### config.mk
export PLATFORM = sky130hd
export DESIGN_NAME = config_frame_loader_flat
export DESIGN_NICKNAME = d
export VERILOG_FILES = /design/src/rtl/config_frame_loader_pkg.sv /design/src/rtl/config_frame_loader_if.sv /design/src/rtl/config_frame_loader_strobe.sv /design/src/rtl/config_frame_loader.sv /design/src/flat_wrapper.sv
export SDC_FILE = /design/constraint.sdc
export NUM_CORES = 1
export LEC_CHECK = 0
export BUFFER_PORTS_ARGS = -buffer_cell sky130_fd_sc_hd__buf_2
export CAP_MARGIN = 10
export CORE_MARGIN = 8
export CORE_UTILIZATION = 30
export DETAILED_ROUTE_END_ITERATION = 8
export PLACE_DENSITY = 0.53
export SYNTH_ARGS = -nofsm -noshare
export SYNTH_HDL_FRONTEND = slang
export SYNTH_HIERARCHICAL = 1
export SYNTH_SLANG_ARGS = --single-unit
### constraint.sdc
create_clock -name clk -period 4.2 [get_ports clk]
set_clock_uncertainty 0.2 [all_clocks]
set_input_delay 0.21 -clock clk [delete_from_list [all_inputs] [get_ports clk]]
set_output_delay 0.21 -clock clk [all_outputs]
set_load 0.005 [all_outputs]
### src/rtl/config_frame_loader_pkg.sv
// Shared constants, header field positions and FSM states for the config frame loader.
package config_loader_pkg;

  localparam logic [31:0] SYNC_WORD   = 32'hFAB0_FAB1;
  localparam logic [31:0] DESYNC_WORD = 32'hFAB0_FAB0;

  localparam int HDR_COL_MSB   = 31;
  localparam int HDR_COL_LSB   = 24;
  localparam int HDR_FRAME_MSB = 20;
  localparam int HDR_FRAME_LSB = 16;
  localparam int COL_W         = HDR_COL_MSB - HDR_COL_LSB + 1;
  localparam int FRAME_W       = HDR_FRAME_MSB - HDR_FRAME_LSB + 1;

  typedef enum logic [1:0] {
    IDLE,
    HEADER,
    DATA,
    COMMIT
  } state_t;

endpackage

### src/rtl/config_frame_loader_if.sv
// Word-stream input and frame-write output bundle of the config frame loader.
// frames_written exists only when CONFIG_FRAME_COUNT_EN is defined.
interface config_frame_loader_if #(
  parameter int NUM_ROWS       = 16,
  parameter int NUM_COLS       = 8,
  parameter int FRAMES_PER_COL = 20
);

  logic                               word_strobe;
  logic [31:0]                        word_data;
  logic                               link_active;
  logic [NUM_ROWS*32-1:0]             frame_data;
  logic [NUM_COLS*FRAMES_PER_COL-1:0] frame_strobe;
  logic                               busy;
  logic                               error;
`ifdef CONFIG_FRAME_COUNT_EN
  logic [15:0]                        frames_written;

  modport master (
    output word_strobe, word_data, link_active,
    input  frame_data, frame_strobe, busy, error, frames_written
  );

  modport slave (
    input  word_strobe, word_data, link_active,
    output frame_data, frame_strobe, busy, error, frames_written
  );
`else
  modport master (
    output word_strobe, word_data, link_active,
    input  frame_data, frame_strobe, busy, error
  );

  modport slave (
    input  word_strobe, word_data, link_active,
    output frame_data, frame_strobe, busy, error
  );
`endif

endinterface

### src/rtl/config_frame_loader_strobe.sv
// Registered one-hot write strobe for the addressed column/frame.
module frame_strobe_decoder
  import config_loader_pkg::*;
#(
  parameter int NUM_COLS       = 8,
  parameter int FRAMES_PER_COL = 20
) (
  input  logic                               clk,
  input  logic                               reset,
  input  logic [COL_W-1:0]                   col,
  input  logic [FRAME_W-1:0]                 frame,
  input  logic                               fire,
  output logic [NUM_COLS*FRAMES_PER_COL-1:0] frame_strobe
);

  int idx;

  always_comb begin
    idx = int'(col) * FRAMES_PER_COL + int'(frame);
  end

  always_ff @(posedge clk) begin
    if (reset) begin
      frame_strobe <= '0;
    end else begin
      for (int i = 0; i < NUM_COLS * FRAMES_PER_COL; i++) begin
        frame_strobe[i] <= fire && (i == idx);
      end
    end
  end

endmodule

### src/rtl/config_frame_loader.sv
// Parses the receiver word stream (sync, header, data) into one-hot frame writes.
// Define CONFIG_FRAME_COUNT_EN to add the saturating frames_written counter.
module config_frame_loader
  import config_loader_pkg::*;
#(
  parameter int NUM_ROWS       = 16,
  parameter int NUM_COLS       = 8,
  parameter int FRAMES_PER_COL = 20
) (
  input  logic                 clk,
  input  logic                 reset,
  config_frame_loader_if.slave bus
);

  localparam int                 CNT_W       = $clog2(NUM_ROWS + 1);
  localparam logic [CNT_W-1:0]   LAST_WORD   = CNT_W'(NUM_ROWS - 1);
  localparam logic [COL_W-1:0]   COL_LIMIT   = COL_W'(NUM_COLS);
  localparam logic [FRAME_W-1:0] FRAME_LIMIT = FRAME_W'(FRAMES_PER_COL);

  state_t                             state;
  logic [CNT_W-1:0]                   word_cnt;
  logic [COL_W-1:0]                   col_q;
  logic [FRAME_W-1:0]                 frame_q;
  logic [COL_W-1:0]                   hdr_col;
  logic [FRAME_W-1:0]                 hdr_frame;
  logic [NUM_ROWS*32-1:0]             frame_data;
  logic [NUM_COLS*FRAMES_PER_COL-1:0] frame_strobe;
  logic                               busy;
  logic                               error;
  logic                               fire;

  assign hdr_col   = bus.word_data[HDR_COL_MSB:HDR_COL_LSB];
  assign hdr_frame = bus.word_data[HDR_FRAME_MSB:HDR_FRAME_LSB];

  // Fire on the last data word so the registered strobe lines up with COMMIT.
  assign fire = (state == DATA) && bus.word_strobe && bus.link_active
                && (word_cnt == LAST_WORD);

  always_ff @(posedge clk) begin
    if (reset) begin
      state      <= IDLE;
      word_cnt   <= '0;
      col_q      <= '0;
      frame_q    <= '0;
      frame_data <= '0;
      busy       <= 1'b0;
      error      <= 1'b0;
    end else if (state != IDLE && !bus.link_active) begin
      state <= IDLE;
      busy  <= 1'b0;
    end else begin
      case (state)
        IDLE: begin
          if (bus.word_strobe && bus.word_data == SYNC_WORD) begin
            state <= HEADER;
            busy  <= 1'b1;
            error <= 1'b0;
          end
        end
        HEADER: begin
          if (bus.word_strobe) begin
            if (bus.word_data == DESYNC_WORD) begin
              state <= IDLE;
              busy  <= 1'b0;
            end else if (hdr_col >= COL_LIMIT || hdr_frame >= FRAME_LIMIT) begin
              state <= IDLE;
              busy  <= 1'b0;
              error <= 1'b1;
            end else begin
              state    <= DATA;
              col_q    <= hdr_col;
              frame_q  <= hdr_frame;
              word_cnt <= '0;
            end
          end
        end
        DATA: begin
          if (bus.word_strobe) begin
            frame_data <= {frame_data[NUM_ROWS*32-33:0], bus.word_data};
            word_cnt   <= word_cnt + CNT_W'(1);
            if (word_cnt == LAST_WORD) begin
              state <= COMMIT;
            end
          end
        end
        COMMIT: begin
          state <= HEADER;
        end
        default: begin
          state <= IDLE;
          busy  <= 1'b0;
        end
      endcase
    end
  end

  frame_strobe_decoder #(
    .NUM_COLS       (NUM_COLS),
    .FRAMES_PER_COL (FRAMES_PER_COL)
  ) u_strobe (
    .clk          (clk),
    .reset        (reset),
    .col          (col_q),
    .frame        (frame_q),
    .fire         (fire),
    .frame_strobe (frame_strobe)
  );

  assign bus.frame_data   = frame_data;
  assign bus.frame_strobe = frame_strobe;
  assign bus.busy         = busy;
  assign bus.error        = error;

`ifdef CONFIG_FRAME_COUNT_EN
  logic [15:0] frames_cnt;

  always_ff @(posedge clk) begin
    if (reset) begin
      frames_cnt <= '0;
    end else if (state == COMMIT && frames_cnt != 16'hFFFF) begin
      frames_cnt <= frames_cnt + 16'd1;
    end
  end

  assign bus.frames_written = frames_cnt;
`endif

endmodule

### src/flat_wrapper.sv
// flat-port wrapper written by rule: the top's interface ports become plain ports
module config_frame_loader_flat import config_loader_pkg::*;
#(
  parameter int NUM_ROWS       = 16,
  parameter int NUM_COLS       = 8,
  parameter int FRAMES_PER_COL = 20
)
  (clk, reset, bus_word_strobe, bus_word_data, bus_link_active, bus_frame_data, bus_frame_strobe, bus_busy, bus_error);
  config_frame_loader_if #(.NUM_ROWS(NUM_ROWS), .NUM_COLS(NUM_COLS), .FRAMES_PER_COL(FRAMES_PER_COL)) bus_i ();
  input  logic clk;
  input  logic reset;
  input wire logic [$bits(bus_i.word_strobe)-1:0] bus_word_strobe;
  input wire logic [$bits(bus_i.word_data)-1:0] bus_word_data;
  input wire logic [$bits(bus_i.link_active)-1:0] bus_link_active;
  output wire logic [$bits(bus_i.frame_data)-1:0] bus_frame_data;
  output wire logic [$bits(bus_i.frame_strobe)-1:0] bus_frame_strobe;
  output wire logic [$bits(bus_i.busy)-1:0] bus_busy;
  output wire logic [$bits(bus_i.error)-1:0] bus_error;
  assign bus_i.word_strobe = bus_word_strobe;
  assign bus_i.word_data = bus_word_data;
  assign bus_i.link_active = bus_link_active;
  assign bus_frame_data = bus_i.frame_data;
  assign bus_frame_strobe = bus_i.frame_strobe;
  assign bus_busy = bus_i.busy;
  assign bus_error = bus_i.error;
  config_frame_loader #(.NUM_ROWS(NUM_ROWS), .NUM_COLS(NUM_COLS), .FRAMES_PER_COL(FRAMES_PER_COL)) u_core (.clk(clk), .reset(reset), .bus(bus_i));
endmodule
==> flow_results.org, run 1 <==
** Cells and area
- For this run, the post-layout net count is 3,581.
- Relative to the synthesized area, the layout overhead comes to 32.0%.
- Filler cell count in the final layout :: 8,294
- Share of post-route cells with drive strength above 1 :: 25.3%

** STA
- Headroom to the max-slew limit :: 17.1%
- Crit share post-route :: 80.4%
- Shortest clock period the worst path allows after layout :: 3.38 ns
- Final Hold Fails :: 0
- Setup repair after global routing missed its margin :: no
- Measured slew at the worst slew-check pin :: 1.24 ns
- Final slew viol count :: 0
- Adding up every negative setup slack in the final design gives 0 ns.
- Setup violations remaining at the end of the flow were counted as 0.
- Static timing analysis puts the maximum clock frequency at 296 MHz.

** Power
- IR analysis of the VDD net gives a maximum drop of 0.286 mV.
- Of the total power, the clock network draws 51.1%.
- In this run the static leakage power is 0.0131 uW.
- Net switching share of the total power :: 21.0%
- Combinational logic burns 1.2% of the power.
- Internal power :: 10,900 uW
- Net load switching power :: 2890 uW
- Power per cell area :: 438 mW/mm^2
- Of the total power, registers draw 47.7%.
- Overall power consumption after layout is estimated at 13,800 uW.

** Clock network
- Maximum count of clock buffers along a single path :: 3
- The H-tree was split into 3 levels.
- CTS tree :: yes
- Clock tree synthesis found a total of 694 sinks.
- The number of clock buffers added by TritonCTS is 76.
- The clock reaches the later pin of the worst-skew pair after 0.62 ns.
- In this run the clock root is driven by a sky130_fd_sc_hd__clkbuf_16.
- Clock transition at the registers of the reported paths :: 0.06 ns
- The number of gates resized after CTS was 0.

** Worst setup path
- Depth of the critical timing path with buffers and inverters included :: 9
- The number of buffers and inverters on the critical path is 1.
- At the worst endpoint, the arrival time is 3.68 ns.
- Cell seen most often among critical-path stages :: sky130_fd_sc_hd__ha_1
- Among cell families on the critical path, the largest total delay comes from simple AND/OR/NAND/NOR gates.
- Worst Path Max Fanout :: 17
- Cells along the critical path :: ha_1 -> ha_1 -> inv_1 -> fa_1 -> nand2b_1 -> or3_4 -> o211ai_2 -> nand4b_4 -> nor4_1
- CP Data Required Time :: 4.50 ns
- The worst setup path is captured at a register.
- The startpoint identified for the worst register-to-register timing path is u_core/col_q[1]$_SDFFE_PP0P_.
- Reg-to-reg slack, setup :: 0.82 ns
- The worst register-to-register path has a depth of 9.
- Category of the critical setup timing path :: register to register
- Slowest cell on the critical path :: sky130_fd_sc_hd__fa_1
- Critical R2R Capture :: u_core/u_strobe/frame_strobe[71]$_SDFF_PP0_
- Crit start category :: register
- Largest incremental delay on the critical path :: 0.53 ns

** Status
- The flow ran to the end, and the final reports show no timing, DRC or antenna violations.

** Yosys
- In this run the cell area of the synthesized design comes to 0.0239 mm^2.
- Portion of the post-synthesis area used by sequential elements :: 58.2%
- The Yosys step of the flow raised 6 warnings.
- For this run, the leading register cell type out of synthesis is sky130_fd_sc_hd__dfxtp_1.
- The synthesized netlist contains 73 unique library cells.
- Summed over all instances, the cell type with the most area after synthesis is sky130_fd_sc_hd__dfxtp_1.
- Of all flip-flops after synthesis, the portion carrying an async set or reset was 0%.
- Synthesized netlist cell count :: 2,851
- The synthesized design contains 0 enable-type register cells.
- The share of synthesized area in the top cell type comes to 58.2%.
- Most area-consuming cells after synthesis :: sky130_fd_sc_hd__dfxtp_1, sky130_fd_sc_hd__nand2_1, sky130_fd_sc_hd__a21oi_1, sky130_fd_sc_hd__clkbuf_1, sky130_fd_sc_hd__nor3_1
- Counting every net in the synthesized netlist gives 2,910.
- Dividing the synthesized area by the synthesized cell count gives 8.38 um^2.
- Total of flip-flops plus latches after synthesis :: 694

** Global routing
- Initial antenna violation count :: 4
- The via count of the first global-routing pass came to 21.2k.
- For this run the aggregate overflow at the end of global routing stands at 0.
- Entering global routing, the biggest net connects 224 pins.
- Total GRT Usage :: 20.0%
- The first global-routing pass estimated 139,000 um of wire.

** Placement
- Detailed placement finished with a half-perimeter wire length of 69,300 um.
- Buffers on Ports :: 709
- Routability-driven placement finished with a final weighted congestion of 0.849.

** Die
- Number of standard-cell rows in the floorplan :: 103
- The core region is 0.0789 mm^2.
- Area of the die :: 0.0889 mm^2
- Die X :: 298 um
- The die is 298 um tall.
- Initial core utilization :: 30.3%
- Number of I/O pins :: 710

** Drt
- Total iterations of the first detailed-routing run :: 5
- In this run, the number of DRC markers left after iteration 0 of detailed routing was 1,691.
- The final layout contains routed wiring with a total length of 94,500 um.
- The routed layout has 21.7k vias.
- Drt drc :: 0
- Count of nets left with antenna violations after detail routing :: 0
- Wirelength per Cell :: 20.4 um
- Using the TritonRoute via totals, the vias-per-cell ratio works out to 4.69.

** Min path
- For hold timing, the worst endpoint is u_core/bus.frame_data[494]$_SDFFE_PP0P_.
- Origin of the worst min-delay path :: u_core/bus.frame_data[494]$_SDFFE_PP0P_
- Depth of the worst hold-timing path :: 2
- Class of the most critical hold timing path :: register to register

** Job
- Across the run, the number of max-cap violations was 0.
-- power by group through the flow --
stage | Clock (uW) | Sequential (uW) | Combinational (uW)
2_1_floorplan | 0 | 6730 | 77.6
3_3_place_gp | 0 | 6730 | 132
3_5_place_dp | 0 | 6730 | 131
4_1_cts | 7200 | 6580 | 163
5_1_grt | 7510 | 6580 | 173
6_report | 7050 | 6580 | 162
-- area by class of cell --
cell class / count / area, um^2 / share of cell area [%]
multi-input cells: 1939 / 9070 / 28.8
clock buffers: 115 / 2320 / 7.36
repair buffers: 794 / 4470 / 14.2
flip-flops and latches: 694 / 13900 / 44.1
clock inverters: 23 / 385 / 1.22
inverters: 17 / 63.8 / 0.202
diodes: 2 / 5.00 / 0.0159
well taps: 1050 / 1310 / 4.17
-- cells in the mapped netlist, types with 4 or more instances --
master                     number
sky130_fd_sc_hd__nand2_1     1048
sky130_fd_sc_hd__nand4b_1       6
sky130_fd_sc_hd__nor2_1        71
sky130_fd_sc_hd__nor3_2        10
sky130_fd_sc_hd__ha_1          21
sky130_fd_sc_hd__inv_1         16
sky130_fd_sc_hd__nand4_1       11
sky130_fd_sc_hd__clkbuf_1     130
sky130_fd_sc_hd__nand3_1       33
sky130_fd_sc_hd__o21ai_0        6
sky130_fd_sc_hd__mux2i_1       10
sky130_fd_sc_hd__nor4_1        24
sky130_fd_sc_hd__and2_1         6
sky130_fd_sc_hd__nor3_1        84
sky130_fd_sc_hd__buf_2         63
sky130_fd_sc_hd__dfxtp_1      694
sky130_fd_sc_hd__a21oi_1      526
sky130_fd_sc_hd__buf_6          5
sky130_fd_sc_hd__xnor2_1        4
sky130_fd_sc_hd__nand3b_1       6
-- cells by family (layout without fill, tap and decap cells) --
kind of cell	after synthesis	in the layout	share of synthesized area, %
AND/OR/NAND/NOR	1339	1339	23.6
flip-flops	694	694	58.2
AO/OA/AOI/OAI	558	558	12.2
buffers and inverters	218	949	3.95
adder cells (fa/ha/maj)	23	23	1.27
multiplexers	11	11	0.466
XOR/XNOR	8	8	0.388
other	0	2	0
-- worst reg2reg max path, stage by stage (launching register included) --
cell	delay, ns
sky130_fd_sc_hd__dfxtp_1	0.41
sky130_fd_sc_hd__ha_1	0.26
sky130_fd_sc_hd__ha_1	0.23
sky130_fd_sc_hd__inv_1	0.08
sky130_fd_sc_hd__fa_1	0.53
sky130_fd_sc_hd__nand2b_1	0.22
sky130_fd_sc_hd__or3_4	0.40
sky130_fd_sc_hd__o211ai_2	0.22
sky130_fd_sc_hd__nand4b_4	0.39
sky130_fd_sc_hd__nor4_1	0.34
-- how the worst max path moves through the flow --
stage / start / slack, ns / end
floorplan: u_core/col_q[1]$_SDFFE_PP0P_ / 1.26 / u_core/u_strobe/frame_strobe[70]$_SDFF_PP0_
global placement: u_core/col_q[1]$_SDFFE_PP0P_ / 0.88 / u_core/u_strobe/frame_strobe[71]$_SDFF_PP0_
detailed placement: u_core/col_q[1]$_SDFFE_PP0P_ / 0.85 / u_core/u_strobe/frame_strobe[71]$_SDFF_PP0_
CTS: u_core/col_q[1]$_SDFFE_PP0P_ / 0.83 / u_core/u_strobe/frame_strobe[71]$_SDFF_PP0_
global route: u_core/col_q[1]$_SDFFE_PP0P_ / 0.57 / u_core/u_strobe/frame_strobe[7]$_SDFF_PP0_
finish: u_core/col_q[1]$_SDFFE_PP0P_ / 0.82 / u_core/u_strobe/frame_strobe[71]$_SDFF_PP0_
-- metal layers --
metal	part of all wire, %	wire (um)	GRT usage (%)	vias up
li1	-	-	-	10707
met1	41	38700	24.1	10246
met2	49	45900	33.4	645
met3	7.0	6630	6.13	149
met4	3.4	3260	7.02	2
met5	0.014	13	0	-
-- repair_timing --
action                                 CTS  global route
endpoints found under the hold margin   84             0
buffers inserted                         0             0
hold buffers                            58             0
-- flip-flops by register name, summed over array words and instances (netlist names) --
signal	flops
u_core/bus.frame_data	512
u_core/u_strobe/frame_strobe	160
u_core/col_q	8
u_core/frame_q	5
u_core/word_cnt	5
u_core/state	2
u_core/bus.busy	1
u_core/bus.error	1
-- stage by stage --
step / hold WS, ns / instances / setup WS (ns) / utilization (%) / area, um^2
finish: 0.253 / 4634 / 0.821 / 40.0 / 31500
floorplan: 0.146 / 2851 / 1.26 / - / 23900
global route: 0.250 / 4634 / 0.571 / 40.0 / 31500
global placement: 0.239 / 4436 / 0.879 / 35.8 / 28200
CTS: 0.221 / 4632 / 0.828 / 40.0 / 31500
detailed placement: 0.246 / 4436 / 0.851 / 35.8 / 28200
-- placed cells by master, fill, tap and decap left out, drive strengths merged, types with 3 or more instances in the layout --
cell type / Yosys / layout
nand4b: 8 / 8
a21o: 3 / 3
o211ai: 3 / 3
nor2b: 3 / 3
clkinv: 0 / 13
ha: 21 / 21
nor3: 94 / 94
nor2: 72 / 72
bufinv: 0 / 7
inv: 17 / 17
or3: 5 / 5
nor4: 26 / 26
nand3: 35 / 35
buf: 71 / 736
clkbuf: 130 / 115
or4: 3 / 3
nand2b: 3 / 3
xnor2: 4 / 4
dfxtp: 694 / 694
dlygate4sd3: 0 / 58
o21ai: 11 / 11
and3: 4 / 4
and2: 6 / 6
or2: 4 / 4
clkinvlp: 0 / 3
nand2: 1049 / 1049
xor2: 3 / 3
mux2i: 10 / 10
nand4: 11 / 11
nand3b: 6 / 6
a21oi: 527 / 527
Power figures use the tool's default switching activity.
==> run 2: changes to the inputs <==
Clock period 4.2 ns to 3.5 ns, I/O delays scaled along.
==> run 2 against run 1 <==
Net effect:
- sequential share of layout area decreased by 0.15 points
- clock power grew 19%
- sequential cell count unchanged
- largest power group unchanged
- final cell count up 0.35%
- via count increased by 0.84%
- fmax is 2.7% higher
- design area up 0.33%
==> flow_results.org, run 2 (same netlist as run 1, synthesis figures left out) <==
** Status
- The flow ran to the end, and the final reports show no timing, DRC or antenna violations.

** Global routing
- Vias in the first global route :: 21.4k
- The first global-routing pass estimated 140,000 um of wire.
- After global routing the overflow that remains totals 0.
- Total GRT Usage :: 20.0%
- Maximum number of pins on one net before global-route repair :: 226
- The number of antenna violations at the first check in global routing is 1.

** Clock network
- Cell at the root of the clock tree :: sky130_fd_sc_hd__clkbuf_16
- Deepest level of the CTS H-tree :: 3
- At the later pin of the worst-skew pair, clock insertion delay measures 0.61 ns.
- CTS tree :: yes
- Maximum count of clock buffers along a single path :: 3
- After clock tree synthesis, the clock-pin slew on the worst setup and hold paths is 0.06 ns.
- CTS buffer count :: 78
- Clock net sink count :: 694

** Drt
- Wirelength per Cell :: 20.4 um
- Summed over all layers, the routed wires come to 95,000 um.
- Before antenna repair, the detailed router went through 5 iterations.
- Drt drc :: 0
- Across all layers, the routed design uses 21.9k vias.
- Via density per instance :: 4.72
- After the first detailed-routing iteration, the DRC count stood at 1,576.
- The count of nets left with antenna violations once routing finished came out at 0.

** Power
- Net switching is 21.5% of the power.
- Comb power frac :: 1.2%
- Cell leakage power :: 0.0131 uW
- Reg power frac :: 47.9%
- Power spread over the standard cell area amounts to 521 mW/mm^2.
- Maximum VDD drop :: 0.305 mV
- Net load switching power :: 3540 uW
- Clock share of power :: 50.9%
- Internal power :: 12,900 uW

** Placement
- Buffers on Ports :: 709
- Prior to clock tree synthesis, the placed netlist has a worst setup slack of 0.240 ns.
- Dpl hpwl :: 70,100 um
- The congestion estimate from routability-driven global placement came to 0.831.

** Worst setup path
- Reg-to-reg slack, setup :: 0.21 ns
- The worst setup path is launched from a register.
- Reg-to-reg startpoint :: u_core/col_q[1]$_SDFFE_PP0P_
- The number of cells on the worst reg-to-reg path is 9.
- At the worst endpoint, the required time is 3.81 ns.
- Worst Path Max Fanout :: 17
- The most critical setup path has its startpoint at u_core/col_q[1]$_SDFFE_PP0P_.
- For the worst setup path, the data arrival time is 3.60 ns.
- Critical Path Sink Type :: register
- Category of the critical setup timing path :: register to register
- Critical R2R Capture :: u_core/u_strobe/frame_strobe[71]$_SDFF_PP0_

** STA
- Highest clock rate :: 304 MHz
- Final worst-path setup slack :: 0.211 ns
- At the pin with the least slew margin, the transition time is 1.18 ns.
- Final slew viol count :: 0
- Headroom to the max-slew limit :: 21.2%
- Final hold analysis gives a worst-case slack of 0.177 ns.
- Setup repair after global routing missed its margin :: no
- The smallest clock period supported by the final layout is computed as 3.29 ns.
- Setup_tns :: 0 ns
- The final-report hold violation count is 0.
- Setup violations remaining at the end of the flow were counted as 0.
- Crit share post-route :: 94.0%

** Die
- Die X :: 298 um
- Number of standard-cell rows in the floorplan :: 103
- Area of the die :: 0.0889 mm^2
- Placeable core area :: 0.0789 mm^2
- Number of I/O pins :: 710
- The initial utilization of the core area, before any placement, comes to 30.3%.
- Measured along the y axis, the die boundary spans 298 um.

** Min path
- Origin of the worst min-delay path :: bus_word_data[14]
- The worst hold path belongs to the class input pin to register.
- Depth of the worst hold-timing path :: 4
- The path with the worst hold slack has its endpoint at u_core/bus.frame_data[14]$_SDFFE_PP0P_.

** Job
- Count of maximum capacitance violations :: 0

** Cells and area
- Number of flip-flops under the largest register name :: 512
- Most flop-heavy register :: u_core/bus.frame_data
- Relative to the synthesized area, the layout overhead comes to 32.4%.
- After filler insertion, the fill cell instance count of the layout stands at 8,236.
- In the final layout, the registers with the most flip-flops are u_core/bus.frame_data x512, u_core/u_strobe/frame_strobe x160, u_core/col_q x8.
- Commonest non-fill, non-tap cells in the layout :: sky130_fd_sc_hd__nand2_1, sky130_fd_sc_hd__buf_2, sky130_fd_sc_hd__dfxtp_1
- The number of antenna diodes in the final layout is 0.
- At the end of the flow, the number of nets in the layout was 3,595.
- Of the cells placed in the final design, the portion with a size suffix greater than 1 is 25.8%.
- Commonest non-fill, non-tap cell in the layout :: sky130_fd_sc_hd__nand2_1
==> run 2: worst max-delay path by stage <==
| stage | to | slack [ns] | cells after the start |
|---|---|---|---|
| 3_3_place_gp | u_core/u_strobe/frame_strobe[71]$_SDFF_PP0_ | 0.26 | 9 |
| 5_1_grt | u_core/bus.frame_data[2]$_SDFFE_PP0P_ | 0.03 | 10 |
| 4_1_cts | u_core/bus.frame_data[3]$_SDFFE_PP0P_ | 0.04 | 11 |
| 2_1_floorplan | u_core/u_strobe/frame_strobe[70]$_SDFF_PP0_ | 0.56 | 11 |
| 6_report | u_core/u_strobe/frame_strobe[71]$_SDFF_PP0_ | 0.21 | 9 |
| 3_5_place_dp | u_core/u_strobe/frame_strobe[63]$_SDFF_PP0_ | 0.24 | 9 |
==> run 2: timing repair <==
action / CTS / global route
endpoints found under the setup margin: 0 / 16
hold endpoints to repair: 55 / 0
hold buffers: 52 / 0
setup buffers: 0 / 0
gates resized for setup: 0 / 1
==> run 2: worst max-delay path, stage by stage (launching register included) <==
cell	delay, ns
sky130_fd_sc_hd__dfxtp_1	0.35
sky130_fd_sc_hd__ha_1	0.30
sky130_fd_sc_hd__ha_1	0.20
sky130_fd_sc_hd__inv_1	0.07
sky130_fd_sc_hd__fa_1	0.46
sky130_fd_sc_hd__xor2_2	0.26
sky130_fd_sc_hd__or3_4	0.44
sky130_fd_sc_hd__o211ai_2	0.23
sky130_fd_sc_hd__nand4b_4	0.37
sky130_fd_sc_hd__nor4_1	0.32
==> run 2: area by class of cell <==
cell class                 instances  area (um^2)  share of cell area, %
timing repair buffer             806         4620                   14.6
inverter                          17         63.8                  0.202
tap                             1050         1310                   4.15
multi-input combinational       1939         9070                   28.7
sequential                       694        13900                   43.9
clock inverter                    26          309                  0.977
clock buffer                     118         2350                   7.44
==> run 2: metrics by stage <==
step	power (uW)	instance area, um^2	cells	util (%)
after detailed placement	8230	28400	4455	36.1
after floorplan	8170	23900	2851	-
after global routing	17000	31600	4650	40.1
after global placement	8230	28400	4455	36.1
final	16500	31600	4650	40.1
after CTS	16700	31600	4651	40.1
==> run 2: per-layer routing <==
metal	part of all wire (%)	wire length (um)	GRT usage (%)	vias up
met4	4.0	3810	8.41	2
met2	48	45700	33.6	708
met5	0.0095	9	0	-
met3	7.2	6790	5.79	158
met1	41	38700	23.9	10314
li1	-	-	-	10750
==> run 2: power groups by stage <==
| stage | logic [uW] | clock network [uW] | registers [uW] |
|---|---|---|---|
| 5_1_grt | 211 | 8930 | 7890 |
| 3_3_place_gp | 161 | 0 | 8070 |
| 6_report | 199 | 8380 | 7900 |
| 2_1_floorplan | 93.1 | 0 | 8070 |
| 3_5_place_dp | 160 | 0 | 8070 |
| 4_1_cts | 199 | 8590 | 7900 |
==> run 3: changes to the inputs <==
Settings changed: CORE_ASPECT_RATIO set to 1.75.
==> run 3 against run 2 <==
Net effect:
- setup slack improved by 0.042 ns
- first-iteration DRC count up 4.5%
- via count shrank 1.5%
- routed wire length down 3.1%
- critical path type unchanged
- critical endpoint unchanged
==> flow_results.org, run 3 (same netlist as run 1, synthesis figures left out) <==
** Worst setup path
- Cells along the critical path :: ha_1 -> ha_1 -> inv_1 -> fa_1 -> xor2_2 -> or3_4 -> o211ai_2 -> nand4b_4 -> nor4_1
- Largest incremental delay on the critical path :: 0.47 ns
- Data arrival at the endpoint of the critical path :: 3.61 ns
- Kind of cell adding the most delay to the critical path :: simple AND/OR/NAND/NOR gates
- Slowest cell on the critical path :: sky130_fd_sc_hd__fa_1
- Worst Path Max Fanout :: 17
- STA classifies the critical path endpoint as a register.
- Among the stages of the critical path, the cell type that occurs most often is sky130_fd_sc_hd__ha_1.
- The critical path is of the register to register type.
- CP Data Required Time :: 3.86 ns
- The worst setup path is launched from a register.
- Counting both buffers and inverters, the worst setup path holds a total of 1.

** Job
- Count of maximum capacitance violations :: 0

** Die
- The die is 389 um tall.
- Once the floorplan was initialized, standard cells occupied 30.1% of the core.
- In this run the core area contains 137 standard-cell rows.
- Placeable core area :: 0.0794 mm^2
- Number of I/O pins :: 710
- The floorplan step defined a die boundary enclosing 0.0892 mm^2.
- The die is 229 um wide.

** STA
- Min Hold Slack :: 0.133 ns
- Final Setup Violations :: 0
- Final slew viol count :: 0
- Highest clock rate :: 308 MHz
- Setup_tns :: 0 ns
- The smallest clock period supported by the final layout is computed as 3.25 ns.
- The final-report hold violation count was 0.
- For the pin with the worst max-slew slack, the measured transition is 1.09 ns.
- Crit share post-route :: 92.8%
- The worst pin sits at a relative slew slack of 27.3%.
- Setup repair after global routing left no endpoint under its margin.

** Placement
- Buffers on Ports :: 709
- Placed Cells incl. Taps :: 4,448
- Dpl hpwl :: 67,900 um
- The congestion estimate from routability-driven global placement came to 0.834.

** Drt
- Routed metal-1 wire length :: 37,000 um
- Aggregate routed wire length :: 92,000 um
- Via count of the routed design :: 21.6k
- Routed signal wires occupy layers up through met4.
- Total iterations of the first detailed-routing run :: 8
- Wirelength per Cell :: 20.0 um
- Drt drc :: 0
- Initial detailed-routing violation count :: 1,647
- Amount of wire on met3 after detailed routing :: 7690 um
- Once detail routing completed, the nets flagged for antenna violations numbered 0.
- Via density per instance :: 4.70
- Sum of met2 wire segment lengths after detailed routing :: 43,900 um

** Clock network
- TritonCTS built the clock tree.
- The longest clock path from root to sink contains 3 buffers.
- After clock tree synthesis, the clock-pin slew on the worst setup and hold paths is 0.07 ns.
- After clock tree synthesis, the setup repair step added 0 buffers.
- The H-tree was split into 3 levels.
- The cell sitting at the root of the clock tree is a sky130_fd_sc_hd__clkbuf_16.
- In this run, CTS created clock tree buffers numbering 67.
- Once the clock tree was built, the resizer swapped 0 gates to a different size.
- Clock tree synthesis found a total of 694 sinks.
- Worst-Skew Late Latency :: 0.65 ns
- Hold buffer count at cts :: 36

** Cells and area
- The post-route netlist has 25.4% of its cells at a drive strength greater than 1.
- Commonest non-fill, non-tap cells in the layout :: sky130_fd_sc_hd__nand2_1, sky130_fd_sc_hd__buf_2, sky130_fd_sc_hd__dfxtp_1
- Ranked by flip-flop count, first place goes to u_core/bus.frame_data.
- Synthesis-to-layout area growth :: 29.8%
- Total Nets Final :: 3,570
- The register with the most flip-flops in the layout has 512 of them.
- After filler insertion, the fill cell instance count of the layout stands at 8,259.
- Largest registers ranked by flip-flop count :: u_core/bus.frame_data x512, u_core/u_strobe/frame_strobe x160, u_core/col_q x8
- Antenna diode instance count :: 0
- For this run, the number of standard cells in the final layout without fillers is 4,601.
- Commonest non-fill, non-tap cell in the layout :: sky130_fd_sc_hd__nand2_1

** Min path
- The worst hold path belongs to the class input pin to register.

** Power
- Maximum VDD drop :: 0.350 mV
- Cell leakage power :: 0.0128 uW
- In this run the power density over the cells is 502 mW/mm^2.

** Global routing
- The total overflow left after global routing is 0.
- Entering global routing, the biggest net connects 206 pins.
- Vias in the first global route :: 21.0k
- Global routing used 19.6% of the available tracks across all layers.
- The number of antenna violations at the first check in global routing came to 0.
- Global-route wire length before repair :: 135,000 um

** Status
- The flow ran to the end, and the final reports show no timing, DRC or antenna violations.
run 3: changes by cell type in the layout (fill, tap and decap cells not counted), sizes merged, moves of 2 or more:
cell,delta
buf,+2
clkbuf,-24
clkinv,-2
dlygate4sd3,-16
run 3: path summary, 6_finish.rpt:
path,slack [ns],start,cells past startpoint,to
hold reg to reg,0.25,u_core/bus.frame_data[504]$_SDFFE_PP0P_,2,u_core/bus.frame_data[504]$_SDFFE_PP0P_
setup / recovery,0.25,u_core/col_q[1]$_SDFFE_PP0P_,9,u_core/u_strobe/frame_strobe[71]$_SDFF_PP0_
hold / removal,0.13,bus_word_data[1],4,u_core/bus.frame_data[1]$_SDFFE_PP0P_
setup reg to reg,0.25,u_core/col_q[1]$_SDFFE_PP0P_,9,u_core/u_strobe/frame_strobe[71]$_SDFF_PP0_
run 3: routing by layer:
layer	up-vias	GRT usage (%)
met2	778	32.9
met5	-	0
met1	10050	22.5
li1	10656	-
met3	118	6.48
met4	0	8.67
run 3: worst reg2reg max path, stage by stage, from the launching register on:
cell and delay (ns):
sky130_fd_sc_hd__dfxtp_1 0.36, sky130_fd_sc_hd__ha_1 0.30, sky130_fd_sc_hd__ha_1 0.18, sky130_fd_sc_hd__inv_1 0.06
sky130_fd_sc_hd__fa_1 0.47, sky130_fd_sc_hd__xor2_2 0.26, sky130_fd_sc_hd__or3_4 0.44, sky130_fd_sc_hd__o211ai_2 0.22
sky130_fd_sc_hd__nand4b_4 0.35, sky130_fd_sc_hd__nor4_1 0.33
run 3: area by class of cell:
| class | count | area (um^2) | share of cell area (%) |
|---|---|---|---|
| sequential | 694 | 13900 | 44.8 |
| inverter | 17 | 63.8 | 0.206 |
| clock inverter | 23 | 298 | 0.961 |
| clock buffer | 94 | 1930 | 6.22 |
| tap | 1042 | 1300 | 4.21 |
| timing repair buffer | 792 | 4430 | 14.3 |
| multi-input combinational | 1939 | 9070 | 29.3 |
run 3: report_power, final:
| part | total (uW) | switching [uW] | internal, uW |
|---|---|---|---|
| sequential | 7890 | 0.0000000111 | 7890 |
| clock | 7460 | 3210 | 4250 |
| combinational | 195 | 140 | 54.3 |
run 3: through the flow:
step	utilization, %	power, uW	setup WS, ns	instance area, um^2
6_report	39.1	15500	0.253	31000
5_1_grt	39.1	16000	0.0502	31000
4_1_cts	39.1	15700	0.232	31000
3_5_place_dp	35.8	8240	0.224	28400
3_3_place_gp	35.8	8240	0.271	28400
2_1_floorplan	-	8170	0.561	23900
